<file path="config.mk">
export PLATFORM = sky130hd
export DESIGN_NAME = vending_machine_param
export DESIGN_NICKNAME = d
export VERILOG_FILES = /design/src/rtl/vending_pkg.sv /design/src/rtl/vending_coin_decode.sv /design/src/rtl/vending_machine_param.sv
export SDC_FILE = /design/constraint.sdc
export NUM_CORES = 1
export LEC_CHECK = 0
export CORE_MARGIN = 4
export CORE_UTILIZATION = 32
export DETAILED_ROUTE_END_ITERATION = 12
export SYNTH_ARGS = -nofsm -noshare
export SYNTH_HDL_FRONTEND = slang
export SYNTH_SLANG_ARGS = --single-unit
export TNS_END_PERCENT = 1
</file>
<file path="constraint.sdc">
create_clock -name clock -period 6.8 [get_ports clock]
set_input_delay 1.36 -clock clock [delete_from_list [all_inputs] [get_ports clock]]
set_output_delay 1.36 -clock clock [all_outputs]
set_load 0.02 [all_outputs]
</file>
<file path="src/rtl/vending_pkg.sv">
// Shared definitions for the vending machine slice.
//   state_t            : controller state encoding (ACCUM, VEND, CHANGE)
//   NICKEL_V/DIME_V/
//   QUARTER_V          : coin values in nickel units
package vending_pkg;

    typedef enum logic [1:0] {
        ACCUM  = 2'd0,
        VEND   = 2'd1,
        CHANGE = 2'd2
    } state_t;

    localparam logic [2:0] NICKEL_V  = 3'd1;
    localparam logic [2:0] DIME_V    = 3'd2;
    localparam logic [2:0] QUARTER_V = 3'd5;

endpackage

</file>
<file path="src/rtl/vending_coin_decode.sv">
// Combinational coin decoder.
// Ports:
//   nickel, dime, quarter : coin pulses from the acceptor (inputs)
//   coinValue             : value of the coin in nickel units, 0 if none/invalid
//   coinValid             : exactly one coin input is high
//   coinMulti             : two or more coin inputs are high (all rejected)
module vending_coin_decode
    import vending_pkg::*;
(
    input  logic       nickel,
    input  logic       dime,
    input  logic       quarter,
    output logic [2:0] coinValue,
    output logic       coinValid,
    output logic       coinMulti
);

    // Only a single asserted coin line is a usable coin; any overlap is
    // treated as a jam and rejected as a whole.
    always_comb begin
        coinValue = 3'd0;
        coinValid = 1'b0;
        coinMulti = 1'b0;
        case ({quarter, dime, nickel})
            3'b000: ;
            3'b001: begin coinValue = NICKEL_V;  coinValid = 1'b1; end
            3'b010: begin coinValue = DIME_V;    coinValid = 1'b1; end
            3'b100: begin coinValue = QUARTER_V; coinValid = 1'b1; end
            default: coinMulti = 1'b1;
        endcase
    end

endmodule

</file>
<file path="src/rtl/vending_machine_param.sv">
// Parametrised vending controller: accumulates credit, releases one product
// under a valid/ready handshake, then pays out change or a refund one nickel
// at a time under a second valid/ready handshake.
// Parameters:
//   PRICE    : item price in nickel units
//   CREDIT_W : width of the credit/change register
// Ports:
//   clock, reset          : clock and synchronous active-high reset
//   nickel, dime, quarter : coin pulses
//   cancel                : refund request (honoured only while accumulating)
//   dispense/dispense_ready       : product-release handshake
//   change_valid/change_ready     : one-nickel change handshake
//   credit                : current credit or remaining change
//   coin_reject           : one-cycle pulse after a cycle with a refused coin
//   busy                  : high while vending or paying change
module vending_machine_param
    import vending_pkg::*;
#(
    parameter int PRICE    = 4,
    parameter int CREDIT_W = 4
) (
    input  logic                clock,
    input  logic                reset,
    input  logic                nickel,
    input  logic                dime,
    input  logic                quarter,
    input  logic                cancel,
    output logic                dispense,
    input  logic                dispense_ready,
    output logic                change_valid,
    input  logic                change_ready,
    output logic [CREDIT_W-1:0] credit,
    output logic                coin_reject,
    output logic                busy
);

    // The largest credit ever held is PRICE-1 plus a quarter, so the
    // register must hold PRICE+4 without wrapping.
    generate
        if (PRICE < 1 || PRICE + 4 >= (1 << CREDIT_W)) begin : g_bad_params
            $error("vending_machine_param: PRICE out of range for CREDIT_W");
        end
    endgenerate

    localparam logic [CREDIT_W-1:0] PRICE_C = CREDIT_W'(PRICE);

    state_t              state_q, state_d;
    logic [CREDIT_W-1:0] credit_q, credit_d;
    logic                reject_q, reject_d;

    logic [2:0]          coinValue;
    logic                coinValid;
    logic                coinMulti;
    logic [CREDIT_W-1:0] creditSum;
    logic                creditZero;

    vending_coin_decode u_decode (
        .nickel    (nickel),
        .dime      (dime),
        .quarter   (quarter),
        .coinValue (coinValue),
        .coinValid (coinValid),
        .coinMulti (coinMulti)
    );

    assign creditSum  = credit_q + CREDIT_W'(coinValue);
    assign creditZero = (credit_q == '0);

    // State, credit and reject-pulse registers; reset abandons any pending
    // product or change.
    always_ff @(posedge clock) begin
        if (reset) begin
            state_q  <= ACCUM;
            credit_q <= '0;
            reject_q <= 1'b0;
        end else begin
            state_q  <= state_d;
            credit_q <= credit_d;
            reject_q <= reject_d;
        end
    end

    // Next-state and credit arithmetic. A coin is refused whenever it is
    // malformed, arrives alongside a cancel, or arrives while busy.
    always_comb begin
        state_d  = state_q;
        credit_d = credit_q;
        reject_d = 1'b0;
        case (state_q)
            ACCUM: begin
                if (cancel) begin
                    reject_d = coinValid | coinMulti;
                    if (!creditZero) begin
                        state_d = CHANGE;
                    end
                end else if (coinMulti) begin
                    reject_d = 1'b1;
                end else if (coinValid) begin
                    if (creditSum >= PRICE_C) begin
                        credit_d = creditSum - PRICE_C;
                        state_d  = VEND;
                    end else begin
                        credit_d = creditSum;
                    end
                end
            end
            VEND: begin
                reject_d = coinValid | coinMulti;
                if (dispense_ready) begin
                    state_d = creditZero ? ACCUM : CHANGE;
                end
            end
            CHANGE: begin
                reject_d = coinValid | coinMulti;
                if (change_ready) begin
                    credit_d = credit_q - 1'b1;
                    if (credit_q == CREDIT_W'(1)) begin
                        state_d = ACCUM;
                    end
                end
            end
            default: begin
                state_d  = ACCUM;
                credit_d = '0;
            end
        endcase
    end

    assign dispense     = (state_q == VEND);
    assign change_valid = (state_q == CHANGE);
    assign busy         = (state_q != ACCUM);
    assign credit       = credit_q;
    assign coin_reject  = reject_q;

endmodule

</file>
* Word-level counts from Yosys, hierarchy flattened
Cells that the tools add are included.
Storage, ports and cells: register bits after elaboration 7, input port bits 8, output and inout bits 8
Operators by class: add/sub/neg operators 3, order comparisons 1, eq/ne operators 16, multiplexer cells 21, bitwise gates (word level) 2, reductions and logical operators 9
Operator list (count):
- 4-bit two-way mux | 5
- 2-bit two-way mux | 9
- 3-bit != test, second input constant | 4
- 4-bit one-hot mux with 3 select lines | 1
- 3-bit one-hot mux with 3 select lines | 1
- 7-bit AND reduction | 1
- 2-bit by 1-bit != test with 1-bit output, second input constant | 3
- 2-bit != test, second input constant | 3
- 2-bit one-hot mux with 3 select lines | 1
- 5-bit AND reduction | 1
- 4-bit by 3-bit adder with 4-bit output | 1
- 4-bit by 1-bit == test with 1-bit output, second input constant | 1
- 4-bit by 3-bit >= comparator with 1-bit output, second input constant | 1
- 4-bit logical NOT | 1
- 4-bit OR reduction | 1
- 4-bit by 1-bit subtractor with 4-bit output, second input constant | 1
- 4-bit by 3-bit subtractor with 4-bit output, second input constant | 1
- 3-bit by 1-bit == test with 1-bit output, second input constant | 1
- 3-bit by 2-bit == test with 1-bit output, second input constant | 1
- 3-bit == test, second input constant | 1
- 3-bit logical NOT | 1
- 1-bit two-way mux | 3
- 3-bit OR reduction | 1
- 2-bit by 1-bit == test with 1-bit output, second input constant | 1
- 7 further kinds | 7

* Depth between registers and ports, before layout
depth in word-level cells 9, mapped depth 9, depth with buffers taken out 9

* Cells and area by module
A second synthesis with hierarchy kept.
Second synthesis, totals: cells, all modules 77, area, all modules 669.4 um2
By module, submodules not included:
- vending_machine_param | instances 1, cells each 71, area each 619.3 um2, seq. area each 140.1 um2
- vending_coin_decode | instances 1, cells each 6, area each 50.0 um2, seq. area each 0.0 um2

* Worst setup path before layout
OpenSTA, ideal clock, no wires.
kind input -> register, start point in nickel, end point reg state_q[1], setup time 121 ps, data arrival time 3262 ps, slack 3417 ps, stages 9, buffers on the path 0, cells stage by stage xnor2_1 -> nor2_1 -> ha_1 -> fa_1 -> or4_1 -> o21ai_2 -> nor4bb_4 -> o21ai_2 -> mux2_4
On the way: word-level cells in the longest chain between the ends 6
RTL lines:
- start: declaration | line vending_machine_param.sv:24 | input logic nickel,
- 3-bit == test, or another cell as far along | line vending_coin_decode.sv:24 | case ({quarter, dime, nickel})
- 3-bit one-hot mux with 3 select lines | line vending_coin_decode.sv:24
- 4-bit by 3-bit adder with 4-bit output | line vending_machine_param.sv:66 | assign creditSum = credit_q + CREDIT_W'(coinValue);
- 4-bit by 3-bit >= comparator with 1-bit output | line vending_machine_param.sv:99 | if (creditSum >= PRICE_C) begin
- 3-bit != test (no line)
- 7-bit AND reduction (no line) (*)
- end signal: assignment | line vending_machine_param.sv:77 | state_q <= state_d;
- end: declaration | line vending_machine_param.sv:47 | state_t state_q, state_d;
Mark *: on every way between the ends. The rest lies on a longest branch, timed or not. A chain may end at the register's enable or synchronous reset.

* Worst setup path after layout
Same ends and word-level chain as after synthesis.

==> impl_metrics.env <==
export IMPL_syn_area_per_cell_um2=8.26
export IMPL_p_sw_share_pct=40.3
export IMPL_rr_startpoint="credit[0]$_SDFFE_PP0P_"
export IMPL_postRouteAntennaNets=0
export IMPL_finalHoldViolations=0
export IMPL_wl_per_cell_um=12.4
export IMPL_yosysSeqAreaShare_pct=20.0
export IMPL_met1Wirelength_um=691
export IMPL_r2r_cells=7
export IMPL_critPathSlowestCell="clkdlybuf4s50_1"
export IMPL_placedCellCount=124
export IMPL_crit_fanout=4
export IMPL_worst_ep_required_time_ns=6.94
export IMPL_topRoutingLayerUsed="met4"
export IMPL_grt_pass1_vias=628
export IMPL_p_per_area_mw_per_mm2=217
export IMPL_design_core_area_mm2=0.00202
export IMPL_vias_per_cell=5.12
export IMPL_gp_congestion=0.874
export IMPL_leakage_nw=0.380
export IMPL_critPathKind="in -> reg"
export IMPL_setup_violations=0
export IMPL_path_common_cell="o21ai_2"
export IMPL_hold_path_cell_count=2
export IMPL_die_x_um=54.8
export IMPL_rsz0062_at_grt="false"
export IMPL_gr_total_overflow=0
export IMPL_cap_violations=0
export IMPL_p_switching_mw=0.0787
export IMPL_port_buffers=15
export IMPL_grt_pass1_wl_mm=2.77
export IMPL_period_share_pct=55.6
export IMPL_p_int_mw=0.116
export IMPL_cts_hold_buf=0
export IMPL_slew_headroom_pct=68.3
export IMPL_wl_met2_um=766
export IMPL_ys_ff_latch=7
export IMPL_cts_resized_gates=0
export IMPL_dr_pass1_iters=4
export IMPL_grt_total_usage_pct=13.1
export IMPL_antenna_found_initial=0
export IMPL_finalCriticalPeriod_ns=3.78
export IMPL_fill_cells=195
export IMPL_wirelength_mm=1.58
export IMPL_syn_inst=85
export IMPL_clock_latency_ns=0.25
export IMPL_layout_nets=121
export IMPL_post_dp_hpwl_mm=1.36
export IMPL_cp_slowest_stage_delay_ns=0.46
export IMPL_worst_pin_slew_ns=0.471
export IMPL_status="completed"
export IMPL_dieHeight_um=54.8
export IMPL_synth_area_top_cells="dfxtp_1 (20%), ha_1 (18%), inv_1 (4.8%)"
export IMPL_timing_critical_path_cells="clkdlybuf4s50_1, xnor2_1, nor2_1, ha_1, fa_1, xor2_1, o21ai_2, nor4bb_4, o21ai_2, mux2_4"
export IMPL_cts_clk_slew_worst_paths_ns=0.05
export IMPL_cts_sinks=7
export IMPL_async_reset_ff_share_pct=0
export IMPL_fp_row_count=16
export IMPL_syn_nets=104
export IMPL_fmax_ghz=0.265
export IMPL_drc=0
export IMPL_yosys_cell_count_top_type="ha_1"
export IMPL_initial_core_util_pct=34.7
export IMPL_vias=655
export IMPL_drv_slew=0
export IMPL_cts_htree_levels=1
export IMPL_final_util_pct=44.5
export IMPL_diodes=0
export IMPL_p_clk_share_pct=19.3
export IMPL_numCtsBuffers=3
export IMPL_cts_root_buffer="clkbuf_4"
export IMPL_finalClockSkew_ns=0.00506
export IMPL_grt_max_degree=10
export IMPL_drtIter0Drc=10
export IMPL_path_buf_inv=1
export IMPL_dr_wl_met3_um=72
export IMPL_start_kind="primary input"
export IMPL_cp_data_arrival_time_ns=3.92
export IMPL_clk_path_buf_depth=2
export IMPL_layout_cells_non_filler=128
export IMPL_crit_family="adder cells"
export IMPL_synth_common_cells="ha_1 (10), inv_1 (9), nand2_1 (9)"
export IMPL_synth_edf_count=0
export IMPL_ys_types=36
export IMPL_ir_drop_v=0.0000699
export IMPL_ios=16
export IMPL_r2r_end="state_q[1]$_SDFFE_PP0P_"
export IMPL_cts_tree="yes"
export IMPL_fp_dieArea_mm2=0.00301
export IMPL_fin_tns_setup_ns=0
export IMPL_yosysWarnings=0
export IMPL_total_power_mw=0.195
export IMPL_hold_class="reg -> reg"
export IMPL_power_frac_seq_pct=28.1
export IMPL_layout_drive_gt1_share_pct=8.91
export IMPL_crit_cells=10
export IMPL_yosysTopAreaCell="dfxtp_1"
export IMPL_combPwrFrac_pct=52.6
export IMPL_min_from="state_q[0]$_SDFFE_PP0P_"
export IMPL_area_growth_pct=28.2
export IMPL_cts_setup_buffers=0
export IMPL_syn_area_um2=702
export IMPL_endpoint_kind="flop"
export IMPL_synth_top_flop_cell="dfxtp_1"
export IMPL_min_to="state_q[0]$_SDFFE_PP0P_"
export IMPL_rrSetupSlack_ns=4.58
export IMPL_netlist_area_leader_share_pct=20.0
how the worst max path moves through the flow:
stage                      start                      end
final                     nickel  state_q[1]$_SDFFE_PP0P_
after global routing      nickel  state_q[1]$_SDFFE_PP0P_
after CTS                 nickel  state_q[1]$_SDFFE_PP0P_
after detailed placement  nickel  state_q[1]$_SDFFE_PP0P_
after global placement    nickel  state_q[1]$_SDFFE_PP0P_
after floorplan           nickel  state_q[1]$_SDFFE_PP0P_
worst min-delay path: cells and delay by family (launching register included):
kind | cells | cell delay (ns)
flops | 1 | 0.35
compound gates | 2 | 0.19
cell families after synthesis:
family	after synthesis	synth area share, %
and+or+nand+nor	28	22.5
muxes	1	2.14
adders and majority gates	11	20.7
AOI/OAI and AO/OA	23	24.4
DFF	7	20.0
buffers and inverters	12	6.59
xor gates and xnor gates	3	3.74
state kept, by name, summed over array words and instances, names as in the netlist:
name / cells
coin_reject: 1
state_q: 2
credit: 4
area by class of cell:
type / instances / area [µm²] / share of cell area (%)
Tap cell: 27 / 33.8 / 3.76
Timing Repair Buffer: 15 / 150 / 16.7
Sequential cell: 7 / 140 / 15.6
Multi-Input combinational cell: 66 / 515 / 57.3
Inverter: 9 / 33.8 / 3.76
Clock buffer: 4 / 26.3 / 2.92
layout by cell type (no fill, tap or decap), drive strengths merged:
| cell type | netlist | layout |
|---|---|---|
| or3b | 1 | 1 |
| ha | 10 | 10 |
| nor2 | 7 | 7 |
| o211ai | 3 | 3 |
| or4 | 1 | 1 |
| nor4bb | 1 | 1 |
| a211oi | 3 | 3 |
| o221a | 1 | 1 |
| a21oi | 4 | 4 |
| or2b | 1 | 1 |
| a32o | 1 | 1 |
| nand4 | 1 | 1 |
| dfxtp | 7 | 7 |
| nor4 | 3 | 3 |
| inv | 9 | 9 |
| nand2 | 9 | 9 |
| o21ai | 4 | 4 |
| o2bb2ai | 1 | 1 |
| clkdlybuf4s50 | 0 | 15 |
| fa | 1 | 1 |
| xor2 | 1 | 1 |
| nand2b | 1 | 1 |
| o31ai | 1 | 1 |
| clkbuf | 1 | 4 |
| nor3 | 2 | 2 |
| o211a | 1 | 1 |
| mux2 | 1 | 1 |
| xnor2 | 2 | 2 |
| nor3b | 1 | 1 |
| a31oi | 1 | 1 |
| a221oi | 1 | 1 |
| a21o | 1 | 1 |
| a31o | 1 | 1 |
stage by stage:
step	worst slack [ns]	instance area [µm²]	hold slack, ns
CTS	2.99	900	0.577
finish	3.02	900	0.589
global placement	2.78	873	0.582
global route	2.77	900	0.632
detailed placement	2.73	873	0.569
floorplan	3.42	702	0.526
power by group through the flow:
stage               clock network (mW)  logic [mW]  registers [mW]
floorplan                            0      0.0662          0.0588
global placement                     0       0.102          0.0559
detailed placement                   0       0.104          0.0558
CTS                             0.0387       0.104          0.0549
global route                    0.0399       0.116          0.0565
finish                          0.0377       0.103          0.0549
metal layers:
| metal | GRT usage, % | vias up |
|---|---|---|
| met2 | 21.1 | 17 |
| met1 | 16.5 | 294 |
| met5 | 0 | - |
| met3 | 0.817 | 5 |
| met4 | 8.71 | 0 |
| li1 | - | 339 |
No activity file was read; power rests on OpenSTA's default activity.
